**src/rtl/freq_sweep_ctrl.sv**
```systemverilog
// Frequency control word sequencer: manual up/down stepping plus an automatic sweep that logs one settled measurement per word.
// Latency: a manual step or sweep start shows on freq_ctrl one edge after the input edge. A log write follows meas_valid by one cycle.
// Backpressure: none. meas_valid pulses are used as they arrive. Defining SWEEP_TIMEOUT_EN adds a per-state watchdog.
module freq_sweep_ctrl #(
    parameter int CTRL_MIN       = 1,
    parameter int CTRL_MAX       = 128,
    parameter int SETTLE_MEAS    = 1,
    parameter int TIMEOUT_CYCLES = 250000
) (
    input  logic        clk,
    input  logic        rst,
    input  logic        inc_pb,
    input  logic        dec_pb,
    input  logic        sweep_start,
    input  logic        sweep_stop,
    input  logic        sweep_dir,
    input  logic        meas_valid,
    input  logic [31:0] meas_value,
    output logic [7:0]  freq_ctrl,
    output logic        busy,
    output logic        log_wr,
    output logic [6:0]  log_addr,
    output logic [31:0] log_data,
    output logic        sweep_done
);
    localparam logic [7:0] MIN_W = 8'(CTRL_MIN);
    localparam logic [7:0] MAX_W = 8'(CTRL_MAX);
    localparam int SCW = (SETTLE_MEAS > 1) ? $clog2(SETTLE_MEAS) : 1;
    localparam logic [SCW-1:0] SETTLE_LAST = SCW'((SETTLE_MEAS > 0) ? SETTLE_MEAS - 1 : 0);

    typedef enum logic [1:0] {IDLE, SETTLE, MEASURE, STEP} state_t;
    state_t state_q, state_d;

    logic           inc_prev, dec_prev, start_prev;
    logic           inc_edge, dec_edge, start_edge;
    logic           dir_q, dir_d;
    logic [SCW-1:0] settle_cnt_q, settle_cnt_d;
    logic [7:0]     freq_d;
    logic           log_wr_d, done_d;
    logic [6:0]     log_addr_d;
    logic [31:0]    log_data_d;
    logic           timeout;

    assign inc_edge   = inc_pb & ~inc_prev;
    assign dec_edge   = dec_pb & ~dec_prev;
    assign start_edge = sweep_start & ~start_prev;
    assign busy       = (state_q != IDLE);

`ifdef SWEEP_TIMEOUT_EN
    localparam int TW = $clog2(TIMEOUT_CYCLES + 1);
    logic [TW-1:0] to_cnt;

    always_ff @(posedge clk) begin
        if (rst)
            to_cnt <= '0;
        else if (state_d != state_q)
            to_cnt <= '0;
        else if (busy)
            to_cnt <= to_cnt + 1'b1;
    end

    assign timeout = ((state_q == SETTLE) || (state_q == MEASURE)) &&
                     (to_cnt == TW'(TIMEOUT_CYCLES - 1));
`else
    assign timeout = 1'b0;
`endif

    always_comb begin
        state_d      = state_q;
        freq_d       = freq_ctrl;
        dir_d        = dir_q;
        settle_cnt_d = settle_cnt_q;
        log_wr_d     = 1'b0;
        log_addr_d   = log_addr;
        log_data_d   = log_data;
        done_d       = 1'b0;
        case (state_q)
            IDLE: begin
                // Sweep start takes priority; a coincident button edge is dropped.
                if (start_edge) begin
                    freq_d       = sweep_dir ? MAX_W : MIN_W;
                    dir_d        = sweep_dir;
                    settle_cnt_d = '0;
                    state_d      = SETTLE;
                end else if (inc_edge) begin
                    freq_d = (freq_ctrl >= MAX_W) ? MIN_W : freq_ctrl + 8'd1;
                end else if (dec_edge) begin
                    freq_d = (freq_ctrl <= MIN_W) ? MAX_W : freq_ctrl - 8'd1;
                end
            end
            SETTLE: begin
                if (sweep_stop) begin
                    state_d = IDLE;
                end else if (SETTLE_MEAS == 0) begin
                    state_d = MEASURE;
                end else if (meas_valid) begin
                    if (settle_cnt_q == SETTLE_LAST)
                        state_d = MEASURE;
                    else
                        settle_cnt_d = settle_cnt_q + 1'b1;
                end else if (timeout) begin
                    log_wr_d   = 1'b1;
                    log_addr_d = 7'(freq_ctrl - MIN_W);
                    log_data_d = 32'hFFFF_FFFF;
                    state_d    = STEP;
                end
            end
            MEASURE: begin
                if (sweep_stop) begin
                    state_d = IDLE;
                end else if (meas_valid || timeout) begin
                    log_wr_d   = 1'b1;
                    log_addr_d = 7'(freq_ctrl - MIN_W);
                    log_data_d = meas_valid ? meas_value : 32'hFFFF_FFFF;
                    state_d    = STEP;
                end
            end
            STEP: begin
                if (sweep_stop) begin
                    state_d = IDLE;
                end else if (dir_q ? (freq_ctrl <= MIN_W) : (freq_ctrl >= MAX_W)) begin
                    done_d  = 1'b1;
                    state_d = IDLE;
                end else begin
                    freq_d       = dir_q ? freq_ctrl - 8'd1 : freq_ctrl + 8'd1;
                    settle_cnt_d = '0;
                    state_d      = SETTLE;
                end
            end
            default: state_d = IDLE;
        endcase
    end

    always_ff @(posedge clk) begin
        if (rst) begin
            state_q      <= IDLE;
            freq_ctrl    <= MIN_W;
            dir_q        <= 1'b0;
            settle_cnt_q <= '0;
            log_wr       <= 1'b0;
            log_addr     <= '0;
            log_data     <= '0;
            sweep_done   <= 1'b0;
            inc_prev     <= 1'b0;
            dec_prev     <= 1'b0;
            start_prev   <= 1'b0;
        end else begin
            state_q      <= state_d;
            freq_ctrl    <= freq_d;
            dir_q        <= dir_d;
            settle_cnt_q <= settle_cnt_d;
            log_wr       <= log_wr_d;
            log_addr     <= log_addr_d;
            log_data     <= log_data_d;
            sweep_done   <= done_d;
            inc_prev     <= inc_pb;
            dec_prev     <= dec_pb;
            start_prev   <= sweep_start;
        end
    end
endmodule

```
**config.mk**
```make
export PLATFORM = sky130hd
export DESIGN_NAME = freq_sweep_ctrl
export DESIGN_NICKNAME = d
export VERILOG_FILES = /design/src/rtl/freq_sweep_ctrl.sv
export SDC_FILE = /design/constraint.sdc
export NUM_CORES = 1
export LEC_CHECK = 0
export CELL_PAD_IN_SITES_DETAIL_PLACEMENT = 1
export CELL_PAD_IN_SITES_GLOBAL_PLACEMENT = 2
export CORE_MARGIN = 1
export CORE_UTILIZATION = 25
export DETAILED_ROUTE_END_ITERATION = 6
export PLACE_DENSITY_LB_ADDON = 0.1
export SYNTH_ARGS = -nofsm -noshare
export SYNTH_HDL_FRONTEND = slang
export SYNTH_SLANG_ARGS = --single-unit
```
**constraint.sdc**
```tcl
create_clock -name clk -period 2.77 [get_ports clk]
set_clock_uncertainty 0.05 [all_clocks]
set_input_delay 0.4155 -clock clk [delete_from_list [all_inputs] [get_ports clk]]
set_output_delay 0.4155 -clock clk [all_outputs]
set_load 0.005 [all_outputs]
```
Yosys cells after proc, flatten, opt, wreduce, memory -nomap -nowiden
Cells that the tools add are included.
{ "totals": {"word_cells": 77, "ff_bits": 56, "out_inout_bits": 50} }
{ "op_classes": {"mux": 29, "magnitude_cmp": 2, "n_reduce_logical": 11, "n_addsub": 3, "eq_ne": 12, "n_bitwise": 9} }
{ "ops": {"columns": ["cell", "n"], "rows": [
  ["two-way mux 8 bit", 9],
  ["case mux 8 bit (2 select lines)", 1],
  ["two-way mux 2 bit", 6],
  ["two-way mux 1 bit", 11],
  ["inequality test 2 bit, second input constant", 5],
  ["inequality test 3 bit, second input constant", 3],
  ["adder 8 x 1 -> 8 bit, second input constant", 1],
  ["greater-or-equal comparator 8 bit, second input constant", 1],
  ["<= comparator 8 x 1 -> 1 bit, second input constant", 1],
  ["case mux 2 bit (4 select lines)", 1],
  ["AND reduction 4 bit", 2],
  ["subtractor 8 x 1 -> 8 bit, second input constant", 1],
  ["inverter 1 bit", 6],
  ["AND reduction 6 bit", 1],
  ["OR reduction 3 bit", 2],
  ["equality test 2 bit, second input constant", 2],
  ["inequality test 4 bit, second input constant", 1],
  ["nonzero test 2 bit", 2],
  ["AND 1 bit", 3],
  ["case mux 1 bit (3 select lines)", 1],
  ["AND reduction 3 bit", 1],
  ["nonzero test 3 bit", 1],
  ["equality test 2 x 1 -> 1 bit, second input constant", 1],
  ["logical NOT 2 bit", 1],
  ["other kinds (2)", 2]
]} }

Logic depth before layout (Yosys ltp)
{ "depth": {"word_depth": 6, "ltp_mapped": 8, "depth_no_buf": 7} }

Worst setup path after synthesis
OpenSTA, ideal clock, no wires.
{ "synth_timing": {"path_kind": "register to register", "from": "reg freq_ctrl[0]", "to": "reg freq_ctrl[4]", "t_required_ns": 2.588, "t_arrival_ns": 1.967, "path_buffers": 1, "path_stages_with_launch": 9, "path_slack_ns": 0.620, "path_cell_list": "dfxtp_1 inv_1 ha_1 or2_2 a41oi_2 o22ai_2 buf_6 a221oi_1 nor3_2"} }
{ "synth_between": {"elab_chain_cells": 6, "elab_cells_between_ends": 16} }
{ "synth_rtl": {"columns": ["element", "line_no", "source"], "rows": [
  ["from (decl)", "19", "output logic [7:0] freq_ctrl,"],
  ["from (signal assigned)", "149", "freq_ctrl <= freq_d;"],
  ["subtractor 8 x 1 -> 8 bit or <= comparator 8 x 1 -> 1 bit (tied branches)", "88, 125, 121", null],
  ["two-way mux 8 bit", "88", "freq_d = (freq_ctrl <= MIN_W) ? MAX_W : freq_ctrl - 8'd1;"],
  ["two-way mux 8 bit", "87", "end else if (dec_edge) begin"],
  ["two-way mux 8 bit", "85", "end else if (inc_edge) begin"],
  ["two-way mux 8 bit", "80", "if (start_edge) begin"],
  ["case mux 8 bit (2 select lines)", "77", "case (state_q)"]
]} }
Parallel ways exist; a longest one is shown, timed or not. The select of a mux whose other input is x is not followed.
A chain may end at the register's enable or synchronous reset.

Worst setup path after layout
{ "layout_timing": {"from": "reg freq_ctrl[0]", "to": "reg freq_ctrl[2]"} }
The elaborated chain is that of the path after synthesis.

==> results.json <==
{
  "status": "complete, no violations",
  "final_cell_mix": "88 x clkdlybuf4s50_1, 71 x nand2_1, 55 x dfxtp_1",
  "grt_pass1_vias": 2385,
  "maxCapViolations": 0,
  "p_per_area_nw_per_um2": 500,
  "start_util": 0.259,
  "cts_tree": "done",
  "synth_seq_cells": 55,
  "wire_per_inst_um": 15.1,
  "final.period_utilization": 0.917,
  "hold_path_class": "reg -> reg",
  "worstMarginPinSlew_ps": 833,
  "finalMaxSlewViolations": 0,
  "cp_slowest_cell": "dfxtp_1",
  "combPwrFrac": 0.201,
  "gp_congestion": 0.783,
  "overflow": 0,
  "path_clk_slew_ps": 110,
  "rows": 36,
  "worst_path_largest_cell_delay_ps": 550,
  "setup_tns_ps": 0,
  "dpl.hpwl_um": 5480,
  "start_kind": "register",
  "ios": 90,
  "coreArea_sq_um": 9770,
  "synth_edf_count": 0,
  "insertion_delay_ps": 320,
  "grt_max_degree": 43,
  "clk_path_buf_depth": 2,
  "antenna_found_initial": 0,
  "internal_power_mw": 1.29,
  "p_sw_frac": 0.291,
  "io_buffers": 89,
  "crit_chain": "inv_1 > ha_1 > or2_2 > and3_1 > o21ai_1 > a211oi_1 > a211oi_1",
  "setup_viol": 0,
  "path_common_cell": "a211oi_1",
  "via_count": 2428,
  "nets": 434,
  "chipHeight_um": 103,
  "cts_setup_buffers": 0,
  "p_sw_mw": 0.529,
  "htree_levels": 2,
  "p_leak_nw": 1.20,
  "routed_wl_um": 7910,
  "ctsRootBufferMaster": "clkbuf_8",
  "cts_buffers": 5,
  "worstPathMaxFanout": 10,
  "vdd_ir_drop_max_v": 0.000203,
  "cp.required_ps": 2960,
  "slew_headroom": 0.445,
  "synth_ff_type": "dfxtp_1",
  "drt_iter0_markers": 79,
  "grt_usage": 0.153,
  "yosysSeqAreaShare": 0.436,
  "cp-end-kind": "register",
  "async_reset_ff_frac": 0,
  "yosysWarnings": 0,
  "synthToLayoutAreaGrowth_pct": 43.9,
  "ant_nets": 0,
  "cts_sinks": 55,
  "path_class": "reg -> reg",
  "layout_commonest_cell": "clkdlybuf4s50_1",
  "cts_hold_buf": 0,
  "via_per_inst": 4.63,
  "synthesis.nets": 357,
  "avgSynthCellArea_sq_um": 8.07,
  "clkPwrFrac": 0.330,
  "cts_resized": 0,
  "clock.fmax_ghz": 0.394,
  "cp.arrival_ps": 2730,
  "rsz0062_at_grt": "no",
  "fin_util": 0.372,
  "netlist_area_sq_um": 2530,
  "layout-drive-gt1-share": 0.0665,
  "dieArea_sq_um": 10500,
  "die_w_um": 103,
  "synth_cell_types": 49,
  "diodes": 0,
  "grt_pass1_wl_um": 12400,
  "firstDrtPassIters": 4,
  "hold_viol": 0,
  "pwr-share-seq": 0.470,
  "drc": 0,
  "fin_crit_ps": 2540,
  "synth_cells": 313
}
-- cells in the mapped netlist, types with 2 or more instances --
library cell | count | area, sq um
a211oi_1 | 5 | 37.5
a21oi_1 | 36 | 180
a221oi_1 | 3 | 26.3
a31oi_1 | 5 | 31.3
and3_1 | 4 | 25.0
buf_2 | 2 | 10.0
buf_6 | 2 | 22.5
clkbuf_1 | 16 | 60.1
dfxtp_1 | 55 | 1100
ha_1 | 4 | 50.1
inv_1 | 9 | 33.8
mux2i_1 | 2 | 20.0
nand2_1 | 71 | 267
nand2b_1 | 7 | 43.8
nand3_1 | 10 | 50.1
nand4b_1 | 2 | 17.5
nor2_1 | 17 | 63.8
nor2b_1 | 7 | 43.8
nor3_1 | 7 | 35.0
nor3_2 | 3 | 30.0
nor3b_1 | 3 | 22.5
nor4_1 | 2 | 12.5
o21ai_0 | 9 | 45.0
o32ai_2 | 2 | 32.5
or2_2 | 2 | 12.5
xnor2_1 | 5 | 43.8
-- state kept, by name, indices dropped and copies added (netlist names) --
signal,count
log_wr,1
log_data,32
dec_prev,1
log_addr,7
sweep_done,1
inc_prev,1
state_q,2
dir_q,1
start_prev,1
freq_ctrl,8
-- metrics by stage --
stage	hold slack [ps]	power [mW]	instances	instance area, sq um	setup WS (ps)
final	411	1.82	524	3640	229
after global routing	436	1.92	524	3640	50.6
after CTS	415	1.84	524	3640	235
after detailed placement	399	1.24	516	3520	242
after global placement	391	1.24	516	3520	352
after floorplan	403	1.08	313	2530	620
-- per-layer routing --
metal / routed length (um) / share of wire / GRT usage
met1: 3870 / 0.49 / 0.208
met2: 3500 / 0.44 / 0.243
met3: 428 / 0.054 / 0.0332
met4: 104 / 0.013 / 0.0418
met5: 0 / 0 / 0
-- path summary, 6_finish.rpt --
path / cells past startpoint / endpoint / slack (ps) / start
worst max-delay path: 7 / freq_ctrl[2]$_SDFFE_PP0P_ / 230 / freq_ctrl[0]$_SDFFE_PP1P_
worst min-delay path: 2 / log_data[19]$_SDFFE_PP0P_ / 410 / log_data[19]$_SDFFE_PP0P_
worst max register to register: 7 / freq_ctrl[2]$_SDFFE_PP0P_ / 230 / freq_ctrl[0]$_SDFFE_PP1P_
worst min register to register: 2 / log_data[19]$_SDFFE_PP0P_ / 410 / log_data[19]$_SDFFE_PP0P_
-- power by group through the flow --
| stage | logic (mW) | clock network, mW | registers (mW) |
|---|---|---|---|
| final | 0.365 | 0.599 | 0.854 |
| after global routing | 0.404 | 0.653 | 0.860 |
| after CTS | 0.369 | 0.617 | 0.854 |
| after detailed placement | 0.367 | 0 | 0.872 |
| after global placement | 0.368 | 0 | 0.869 |
| after floorplan | 0.221 | 0 | 0.856 |
-- kinds of logic after synthesis --
group,after synthesis,share of synthesized area
XOR/XNOR,6,0.0208
buffers and inverters,31,0.0545
flip-flops,55,0.436
multiplexers,3,0.0124
AO/OA/AOI/OAI,73,0.187
adder cells (fa/ha/maj),4,0.0198
AND/OR/NAND/NOR,141,0.270
-- worst max-delay path: cells and delay by family (launching register included) --
| kind | cells | cell delay [ps] |
|---|---|---|
| AO/OA/AOI/OAI | 3 | 810 |
| AND/OR/NAND/NOR | 2 | 610 |
| flip-flops | 1 | 550 |
| adder cells (fa/ha/maj) | 1 | 290 |
| buffers and inverters | 1 | 140 |
-- final cells by class --
class	count	area, sq um
Clock buffer	6	82.6
Clock inverter	2	38.8
Fill cell	1184	6140
Inverter	9	33.8
Multi-Input combinational cell	227	1290
Sequential cell	55	1100
Tap cell	133	166
Timing Repair Buffer	92	921
Note: power is estimated with default switching activity, not from simulation.
